**config.mk**
```make
export PLATFORM = sky130hd
export DESIGN_NAME = data_memory_arbiter
export DESIGN_NICKNAME = d
export VERILOG_FILES = /design/src/rtl/data_memory_arbiter.sv
export SDC_FILE = /design/constraint.sdc
export NUM_CORES = 1
export LEC_CHECK = 0
export ABC_CLOCK_PERIOD_IN_PS = 2100
export BUFFER_PORTS_ARGS = -buffer_cell sky130_fd_sc_hd__buf_2
export CELL_PAD_IN_SITES_DETAIL_PLACEMENT = 1
export CELL_PAD_IN_SITES_GLOBAL_PLACEMENT = 1
export CORE_MARGIN = 2
export CORE_UTILIZATION = 30
export CTS_BUF_LIST = sky130_fd_sc_hd__clkbuf_8
export DETAILED_ROUTE_END_ITERATION = 10
export PLACE_DENSITY_LB_ADDON = 0.1
export SETUP_SLACK_MARGIN = 0.02
export SYNTH_ARGS = -nofsm -noshare
export SYNTH_HDL_FRONTEND = slang
export SYNTH_SLANG_ARGS = --single-unit
```
**constraint.sdc**
```tcl
create_clock -name clk -period 2.1 [get_ports clk]
set_input_delay 0.315 -clock clk [delete_from_list [all_inputs] [get_ports clk]]
set_output_delay 0.315 -clock clk [all_outputs]
set_load 0.005 [all_outputs]
```
**src/rtl/data_memory_arbiter.sv**
```systemverilog
// Two-port arbiter for a single-ported data memory. Port A (CPU) and port B (loader/debug)
// share one memory; each access takes one ACCESS cycle driven entirely from registers.
module data_memory_arbiter #(
  parameter bit ROUND_ROBIN = 1'b1
) (
  input  logic        clk,
  input  logic        reset,

  input  logic        a_req,
  input  logic        a_we,
  input  logic [31:0] a_addr,
  input  logic [31:0] a_wdata,
  output logic        a_gnt,
  output logic        a_rvalid,
  output logic [31:0] a_rdata,

  input  logic        b_req,
  input  logic        b_we,
  input  logic [31:0] b_addr,
  input  logic [31:0] b_wdata,
  output logic        b_gnt,
  output logic        b_rvalid,
  output logic [31:0] b_rdata,

  output logic        mem_write_enable,
  output logic        mem_read_enable,
  output logic [31:0] mem_addr,
  output logic [31:0] mem_wdata,
  input  logic [31:0] mem_rdata,

  output logic        busy
);

  typedef enum logic {StIdle, StAccess} state_e;

  state_e state_q;
  logic   last_b_q;  // 1: port B held the most recent grant
  logic   win_b_q;   // port owning the access in flight
  logic   pick_b;

  always_comb begin
    pick_b = 1'b0;
    if (a_req && b_req) begin
      pick_b = ROUND_ROBIN ? ~last_b_q : 1'b0;
    end else begin
      pick_b = b_req;
    end
  end

  always_ff @(posedge clk or negedge reset) begin
    if (!reset) begin
      state_q          <= StIdle;
      last_b_q         <= 1'b1;
      win_b_q          <= 1'b0;
      a_gnt            <= 1'b0;
      b_gnt            <= 1'b0;
      a_rvalid         <= 1'b0;
      b_rvalid         <= 1'b0;
      a_rdata          <= '0;
      b_rdata          <= '0;
      mem_write_enable <= 1'b0;
      mem_read_enable  <= 1'b0;
      mem_addr         <= '0;
      mem_wdata        <= '0;
      busy             <= 1'b0;
    end else begin
      a_gnt    <= 1'b0;
      b_gnt    <= 1'b0;
      a_rvalid <= 1'b0;
      b_rvalid <= 1'b0;
      unique case (state_q)
        StIdle: begin
          if (a_req || b_req) begin
            state_q          <= StAccess;
            busy             <= 1'b1;
            win_b_q          <= pick_b;
            last_b_q         <= pick_b;
            a_gnt            <= ~pick_b;
            b_gnt            <= pick_b;
            mem_write_enable <= pick_b ? b_we : a_we;
            mem_read_enable  <= pick_b ? ~b_we : ~a_we;
            mem_addr         <= pick_b ? b_addr : a_addr;
            mem_wdata        <= pick_b ? b_wdata : a_wdata;
          end
        end
        StAccess: begin
          state_q          <= StIdle;
          busy             <= 1'b0;
          mem_write_enable <= 1'b0;
          mem_read_enable  <= 1'b0;
          if (mem_read_enable) begin
            if (win_b_q) begin
              b_rdata  <= mem_rdata;
              b_rvalid <= 1'b1;
            end else begin
              a_rdata  <= mem_rdata;
              a_rvalid <= 1'b1;
            end
          end
        end
        default: state_q <= StIdle;
      endcase
    end
  end

endmodule

```
==> metrics.txt, run 1 <==
worst setup path endpoint mem_addr[1]; Worst VDD drop 0.5128 mV; LEAKAGE 3.952 nW; CTS resizes 0; fin crit period 1.705 ns; clock transition at the registers of the reported paths 0.08 ns; worst r2r dst mem_addr[1]; synthesized cell area 5547 um2; antenna violations before repair 2; vias in the first global route 5,018; TritonCTS Sinks 138; die width 140.0 um; max cap viols 0; Root Driver clkbuf_8; nature of the critical path startpoint flop; CP max FO 46; GRT Residual Overflow 0; status finished clean; biggest area consumer among synthesized cells dfrtp_1; I/O Pins 301; final setup TNS 0 ns; Area Growth Syn to Fin 40.69%; share of the synthesized area in the top cell type 0.6181; Register-to-Register Path Depth 4; Hold WC Path Type input port to flop; Seq/Total Area, Yosys 0.6228; Util after Layout 0.4329; FP Rows 49; core box area 18,020 um2; hold buffers post-CTS 1; Tcrit/Tclk final 0.8119; Distinct cells, synth 28; die height 140.0 um; Num CTS Buffers 17; PortBufs 300; H-tree levels 4; DPL Wire Length 12.99 mm; cells along the critical path o21bai_4, buf_12, and2_1, a221o_1; #FFs+latches synth 138; WL/cell 18.70 um; Total Wirelength 17.37 mm; Reg area 3455 um2; Rel. slew slack 0.6295; Pre-antenna DRT Iters 4; RSZ-0062 raised after global routing false; die area 19,590 um2; post-CTS setup buffers 0; # setup viols final 0; DR vias 4,455; Syn Inst Count 383; first-pass GRT wire length 27.50 mm; dpl cells 896; Hold Fails Final Rpt 0; filler cell count 1,986; TritonCTS clock tree yes; Yosys Warn Count 0; Layout Nets 853; hold_ws 0.1008 ns; worst skew pair latency 0.43 ns; DRT iter0 DRCs 165; skew final 0.01274 ns; worst setup path class flop to flop; fin cells 929; Fmax 586.5 MHz; clock buffer depth 2; Reg2Reg Launch Point state_q; Placer Congestion 0.7535; max incr delay on CP 0.51 ns; residual DRC count 0; Post-Syn Nets 549; Slew Viols, Final 0; CP Capture Type flop; total power 0.009095 W; area of the multi-input gates 1921 um2; top post-synthesis cells by area dfrtp_1, mux2_2, a221o_1; share of layout cells above drive strength 1 0.5851; Via-to-Cell Ratio 4.795; arrival time at the worst endpoint 2.02 ns; Worst Hold Depth 2; critical path's slowest cell dfrtp_1; initial core utilization 0.3077; Total GRT Usage 0.1787; Syn Area/Cell 14.48 um2; flop2flop setup slack 0.40 ns; largest net degree at the start of global routing 66; Slew @ Worst Pin 0.5542 ns; post-route ant nets 0; worst path required time 2.42 ns; Critical Path Source state_q; PD cells 1165 nW/um2
## cells in the mapped netlist
library cell and count:
a211oi_2 1, o21ai_0 1, inv_1 5, nor3b_2 1, clkbuf_1 6, o21bai_4 1, a211oi_1 1, a21oi_1 2
buf_2 14, nand2b_1 1, mux2_2 64, nor3_1 1, buf_4 2, dfstp_2 1, a21o_1 2, dfrtp_1 137
nand2_2 1, and3_1 2, buf_1 1, nor2_1 1, nand3b_1 1, and2_1 64, a2111oi_0 1, buf_6 5
a221o_1 64, nand3_1 1, nand2_1 1, inv_2 1
## critical path, delay by kind of cell (launching register included)
| kind | cells | cell delay, ns |
|---|---|---|
| compound gates | 2 | 0.63 |
| flops | 1 | 0.51 |
| buf+inv | 1 | 0.24 |
| simple gates | 1 | 0.18 |
## layout make-up
type,count,area share
Timing Repair Buffer,313,0.2156
Sequential cell,138,0.4427
Tap cell,229,0.03672
Clock buffer,18,0.03175
Inverter,6,0.002886
Clock inverter,13,0.02389
Antenna cell,1,0.0003207
Multi-Input combinational cell,211,0.2461
## cells by family after synthesis
kind of cell           after synthesis  synth area share
flip-flops                         138            0.6228
AND/OR/NAND/NOR                     74           0.08346
AO/OA/AOI/OAI                       73            0.1295
multiplexers                        64            0.1299
buffers and inverters               34           0.03429
## worst min-delay path by stage
| stage | to | start |
|---|---|---|
| detailed placement | a_rdata[29] | reset |
| global placement | b_rdata[29] | reset |
| global route | mem_addr[14] | a_addr[14] |
| floorplan | a_gnt | reset |
| CTS | mem_addr[8] | a_addr[8] |
| finish | mem_addr[8] | a_addr[8] |
## state kept, by name, indices dropped and copies added (netlist names), 32 cells and up
| name | count |
|---|---|
| a_rdata | 32 |
| mem_wdata | 32 |
| b_rdata | 32 |
| mem_addr | 32 |
## per-stage QoR
stage / instance area [um2] / setup WS, ns
floorplan: 5547 / 0.6415
global placement: 7357 / 0.4402
detailed placement: 7357 / 0.3844
CTS: 7801 / 0.3822
global route: 7804 / 0.3020
finish: 7804 / 0.3950
## report_power, final
| part | switching [W] | leakage (nW) | internal [W] |
|---|---|---|---|
| sequential | 0.000464 | 1.66 | 0.00358 |
| combinational | 0.00112 | 2.06 | 0.00154 |
| clock | 0.000974 | 0.235 | 0.00141 |
## layout by cell type, fill, tap and decap left out, types with 2 or more instances in the layout
master	Yosys	layout
clkinv_2	0	2
buf_2	14	299
clkbuf_8	0	18
dfrtp_1	137	137
a21oi_1	2	2
and2_1	64	64
buf_4	2	6
and3_1	2	2
a221o_1	64	64
inv_1	5	10
mux2_2	64	64
a21o_1	2	2
buf_12	0	6
bufinv_16	0	5
## layer usage
metal | global-route usage | share of wire | up-vias
li1 | - | - | 2022
met5 | 0 | 0.00075 | -
met3 | 0.06667 | 0.083 | 29
met2 | 0.2919 | 0.48 | 203
met1 | 0.2139 | 0.41 | 2199
met4 | 0.07211 | 0.023 | 2
Note: power is estimated with default switching activity, not from simulation.
==> run 2: changes to the inputs <==
--- a/config.mk
+++ b/config.mk
@@ -5,7 +5,7 @@
 export SDC_FILE = /design/constraint.sdc
 export NUM_CORES = 1
 export LEC_CHECK = 0
-export ABC_CLOCK_PERIOD_IN_PS = 2100
+export ABC_CLOCK_PERIOD_IN_PS = 1600
 export BUFFER_PORTS_ARGS = -buffer_cell sky130_fd_sc_hd__buf_2
 export CELL_PAD_IN_SITES_DETAIL_PLACEMENT = 1
 export CELL_PAD_IN_SITES_GLOBAL_PLACEMENT = 1
==> constraint.sdc (replaced) <==
create_clock -name clk -period 1.6 [get_ports clk]
set_input_delay 0.24 -clock clk [delete_from_list [all_inputs] [get_ports clk]]
set_output_delay 0.24 -clock clk [all_outputs]
set_load 0.005 [all_outputs]
==> metrics.txt, run 2 (same netlist as run 1, synthesis figures left out) <==
die width 140.0 um (unchanged); Slew Viols, Final 0 (unchanged); H-tree levels 4 (unchanged); Pre-antenna DRT Iters 5 (+1); Fmax 664.9 MHz (+13%); worst setup path class flop to flop; post-route ant nets 0 (unchanged); Logic pwr share 0.305 (+0.013); Total GRT Usage 0.1837 (+0.004995); switching pwr 0.003553 W (+39%); Register-to-Register Path Depth 4 (unchanged); Tcrit/Tclk final 0.9400 (+0.1281); Hold WC Path Type input port to flop; core box area 18,020 um2 (unchanged); fin crit period 1.504 ns (-0.2009 ns); DRT iter0 DRCs 176 (+6.7%); cells along the critical path nand2_2, nor3b_4, buf_12, a221o_1; I/O Pins 301 (unchanged); FP Rows 49 (unchanged); Clk pwr share 0.252 (-0.011); antenna violations before repair 0 (-2); PD cells 1411 nW/um2 (+21%); nature of the critical path startpoint flop; TritonCTS Sinks 138 (unchanged); final setup TNS 0 ns (unchanged); vias in the first global route 5,227 (+4.2%); hold_ws 0.03623 ns (-0.06452 ns); Area Growth Syn to Fin 53.28%; filler cell count 1,969 (-0.86%); Reg area 3455 um2 (unchanged); post-CTS setup buffers 0 (unchanged); Slew @ Worst Pin 0.4028 ns (-0.1514 ns); TritonCTS clock tree yes; initial core utilization 0.3077 (unchanged); Worst Hold Depth 2 (unchanged); Worst VDD drop 0.7419 mV (+45%); WP buf/inv 1 (unchanged); DPL Wire Length 12.89 mm (-0.74%); switch share 0.2961 (+0.01518); GRT Residual Overflow 0 (unchanged); largest net degree at the start of global routing 52 (-21%); Root Driver clkbuf_8; WL/cell 18.01 um (-3.7%); Layout Nets 921 (+8.0%); Placer Congestion 0.7614 (+1.0%); hold buffers post-CTS 68 (+67); RSZ-0062 raised after global routing false; Rel. slew slack 0.7314 (+0.1019); commonest non-fill, non-tap cell in the layout buf_2; PortBufs 300 (unchanged); most frequent cells in the layout buf_2, dfrtp_1, dlygate4sd3_1; Via-to-Cell Ratio 4.746 (-1.0%); share of layout cells above drive strength 1 0.5404 (-0.04476); Num CTS Buffers 17 (unchanged); Total Wirelength 17.96 mm (+3.4%); die area 19,590 um2 (unchanged); area of the multi-input gates 1921 um2 (unchanged); fin cells 997 (+7.3%); Critical Path Stages 4 (unchanged); Hold Fails Final Rpt 0 (unchanged); max incr delay on CP 0.57 ns (+0.06 ns); critical path's slowest cell dfstp_2; dpl cells 897 (+0.11%); Top Family by Delay on Critical Path flip-flops; residual DRC count 0 (unchanged); die height 140.0 um (unchanged); arrival time at the worst endpoint 1.82 ns (-0.20 ns); max cap viols 0 (unchanged); status finished clean; LEAKAGE 4.216 nW (+6.7%); clock transition at the registers of the reported paths 0.09 ns (about the same); CTS resizes 0 (unchanged); CP max FO 41 (-11%); sequential share of power 0.443 (-0.002); # setup viols final 0 (unchanged); DR vias 4,732 (+6.2%); skew final 0.009771 ns (-0.002966 ns); Int Power 0.008446 W (+29%); worst path required time 1.92 ns (-0.50 ns); total power 0.01200 W (+32%); first-pass GRT wire length 28.21 mm (+2.6%); CP Capture Type flop; worst skew pair latency 0.44 ns (about the same); clock buffer depth 2 (unchanged); antenna cells 0 (-1)
==> run 2: changes by cell type in the layout (fill, tap and decap cells not counted), sizes merged <==
cell,delta
inv,-1
bufinv,-2
dlygate4sd3,+67
clkinvlp,+4
buf,+1
diode,-1
==> run 2: power groups by stage <==
stage	registers, W	logic (W)	clock network (W)
detailed placement	0.00537	0.00361	0
CTS	0.00533	0.00374	0.00313
global route	0.00548	0.00400	0.00328
global placement	0.00532	0.00351	0
finish	0.00531	0.00366	0.00302
floorplan	0.00542	0.00148	0
==> run 2: worst paths after layout <==
kind                        startpoint             to  slack, ns
max                           last_b_q   mem_wdata[4]        0.1
min                        a_wdata[11]  mem_wdata[11]       0.04
max reg2reg                   last_b_q   mem_wdata[4]        0.1
min reg2reg                 a_rdata[9]     a_rdata[9]       0.51
max in group asynchronous        reset    b_rdata[20]       0.76
min in group asynchronous        reset    a_rdata[25]       0.28
==> run 2: final cells by class <==
| cell class | instances | share of cell area |
|---|---|---|
| flip-flops and latches | 138 | 0.4063 |
| multi-input cells | 211 | 0.2259 |
| well taps | 229 | 0.03370 |
| clock inverters | 14 | 0.02016 |
| repair buffers | 381 | 0.2821 |
| inverters | 6 | 0.002649 |
| clock buffers | 18 | 0.02914 |
==> run 2: worst reg2reg max path, delay by kind of cell, from the launching register on <==
family	cells	cell delay (ns)
compound gates	1	0.41
buf+inv	1	0.17
flops	1	0.57
simple gates	2	0.24
==> run 2: metrics by stage <==
step                  util  worst slack [ns]  cell area [um2]
CTS                 0.4717            0.1018             8502
finish              0.4717           0.09594             8502
global route        0.4717           0.05969             8502
detailed placement  0.4107            0.1116             7402
floorplan                -            0.1415             5547
global placement    0.4107            0.1662             7402
==> run 2: per-layer routing <==
metal,GRT usage,up-vias,part of all wire
met5,0,-,0
met4,0.06053,0,0.015
met3,0.05573,16,0.076
met2,0.3240,211,0.51
met1,0.2134,2353,0.40
li1,-,2152,-
==> run 3: changes to the inputs <==
--- a/config.mk
+++ b/config.mk
@@ -5,12 +5,12 @@
 export SDC_FILE = /design/constraint.sdc
 export NUM_CORES = 1
 export LEC_CHECK = 0
-export ABC_CLOCK_PERIOD_IN_PS = 1600
+export ABC_CLOCK_PERIOD_IN_PS = 1800
 export BUFFER_PORTS_ARGS = -buffer_cell sky130_fd_sc_hd__buf_2
 export CELL_PAD_IN_SITES_DETAIL_PLACEMENT = 1
 export CELL_PAD_IN_SITES_GLOBAL_PLACEMENT = 1
 export CORE_MARGIN = 2
-export CORE_UTILIZATION = 30
+export CORE_UTILIZATION = 38
 export CTS_BUF_LIST = sky130_fd_sc_hd__clkbuf_8
 export DETAILED_ROUTE_END_ITERATION = 10
 export PLACE_DENSITY_LB_ADDON = 0.1
==> constraint.sdc (replaced) <==
create_clock -name clk -period 1.8 [get_ports clk]
set_input_delay 0.27 -clock clk [delete_from_list [all_inputs] [get_ports clk]]
set_output_delay 0.27 -clock clk [all_outputs]
set_load 0.005 [all_outputs]
==> metrics.txt, run 3 (same netlist as run 1, synthesis figures left out) <==
status finished clean; arrival time at the worst endpoint 1.96 ns (+0.14 ns); post-route ant nets 0 (unchanged); fin crit period 1.644 ns (+0.1395 ns); clock transition at the registers of the reported paths 0.08 ns (about the same); Final WS setup 0.1565 ns (+0.06053 ns); clock buffer depth 2 (unchanged); core box area 14,370 um2 (-20%); die height 124.8 um (-11%); Placer Congestion 0.8187 (+7.5%); die area 15,580 um2 (-20%); Total Wirelength 16.43 mm (-8.5%); Via-to-Cell Ratio 5.064 (+6.7%); worst setup path class flop to flop; DRT iter0 DRCs 212 (+20%); residual DRC count 0 (unchanged); initial core utilization 0.3860 (+0.07830); final setup TNS 0 ns (unchanged); worst skew pair latency 0.44 ns (about the same); share of layout cells above drive strength 1 0.5903 (+0.04989); H-tree levels 4 (unchanged); post-CTS setup buffers 0 (unchanged); Layout Nets 852 (-7.5%); filler cell count 1,596 (-19%); worst path required time 2.12 ns (+0.20 ns); Total GRT Usage 0.2137 (+0.02998); WL/cell 18.58 um (+3.2%); antenna violations before repair 2 (+2); max cap viols 0 (unchanged); Fmax 608.4 MHz (-8.5%); RSZ-0062 raised after global routing false; LEAKAGE 3.941 nW (-6.5%); CP Capture Type flop; # setup viols final 0 (unchanged); dpl cells 850 (-5.2%); Root Driver clkbuf_8; die width 124.8 um (-11%); Hold WC Path Type input port to flop; Tcrit/Tclk final 0.9131 (-0.02696); commonest non-fill, non-tap cell in the layout buf_2; largest net degree at the start of global routing 68 (+31%); I/O Pins 301 (unchanged); TritonCTS clock tree yes; vias in the first global route 4,950 (-5.3%); TritonCTS Sinks 138 (unchanged); PD cells 1362 nW/um2 (-3.5%); skew final 0.01054 ns (+0.0007637 ns); fin cells 884 (-11%); Reg area 3455 um2 (unchanged); Slew Viols, Final 0 (unchanged); GRT Residual Overflow 0 (unchanged); most frequent cells in the layout buf_2, dfrtp_1, mux2_2, and2_1, a221o_1; Area Growth Syn to Fin 39.72%; Rel. slew slack 0.6293 (-0.1021); area of the multi-input gates 1921 um2 (unchanged); nature of the critical path startpoint flop; Worst VDD drop 0.4782 mV (-36%); Pre-antenna DRT Iters 5 (unchanged); PortBufs 300 (unchanged); Num CTS Buffers 17 (unchanged); DR vias 4,477 (-5.4%); CP max FO 48 (+17%); FP Rows 44 (-10%); Post-Place Worst Slack 0.1603 ns (+0.04873 ns); first-pass GRT wire length 26.18 mm (-7.2%); Hold Fails Final Rpt 0 (unchanged); DPL Wire Length 11.96 mm (-7.2%); Slew @ Worst Pin 0.5560 ns (+0.1532 ns)
## run 3: changes by cell type in the layout (fill, tap and decap cells not counted), sizes merged
| cell | change |
|---|---|
| clkbuf | +6 |
| buf | -2 |
| inv | -3 |
| clkinvlp | -4 |
| diode | +2 |
| dlygate4sd3 | -67 |
## run 3: path summary, 6_finish.rpt
kind,from,to,slack (ns),depth (start not counted)
min in group asynchronous,reset,b_rdata[29],0.35,2
setup / recovery,last_b_q,mem_wdata[21],0.16,4
hold reg to reg,a_rdata[15],a_rdata[15],0.50,1
max in group asynchronous,reset,mem_addr[13],0.90,3
hold / removal,b_wdata[30],mem_wdata[30],0.06,2
setup reg to reg,last_b_q,mem_wdata[21],0.16,4
## run 3: through the flow
step / hold slack, ns / util / instance area (um2) / power [W]
final: 0.05505 / 0.5394 / 7750 / 0.01055
after global placement: 0.2468 / 0.5076 / 7293 / 0.007748
after global routing: 0.02517 / 0.5394 / 7750 / 0.01118
after detailed placement: 0.2486 / 0.5076 / 7293 / 0.007921
after CTS: 0.01893 / 0.5390 / 7745 / 0.01072
after floorplan: -0.02559 / - / 5547 / 0.006138
## run 3: worst max-delay path, stage by stage (launching register included)
cell and delay (ns):
dfstp_2 0.56, nand2_2 0.07, nor3b_4 0.15, buf_4 0.30, a221o_1 0.42
## run 3: layout make-up
type / count / area share
Clock buffer: 24 / 0.04262
Antenna cell: 2 / 0.0006458
Timing Repair Buffer: 312 / 0.2162
Multi-Input combinational cell: 211 / 0.2478
Inverter: 6 / 0.002906
Clock inverter: 7 / 0.01437
Sequential cell: 138 / 0.4458
Tap cell: 184 / 0.02971
## run 3: where the power goes
| group | switching, W | internal [W] | total [W] | leakage, nW |
|---|---|---|---|---|
| registers | 0.000539 | 0.00418 | 0.00472 | 1.66 |
| logic | 0.00129 | 0.00180 | 0.00309 | 2.05 |
| clock network | 0.00113 | 0.00162 | 0.00275 | 0.228 |
| total | 0.00296 | 0.00759 | 0.0106 | 3.94 |
## run 3: what timing repair did
action | in CTS | in global routing
resized for setup | 0 | 0
hold buffers | 1 | 0
hold endpoints to repair | 44 | 0
## run 3: metal layers
metal | GRT usage | vias to the layer above | wire [um]
met3 | 0.06357 | 28 | 1222
met5 | 0 | - | 0
met2 | 0.3603 | 212 | 8288
met1 | 0.2550 | 2219 | 6480
met4 | 0.09085 | 0 | 433
li1 | - | 2018 | -
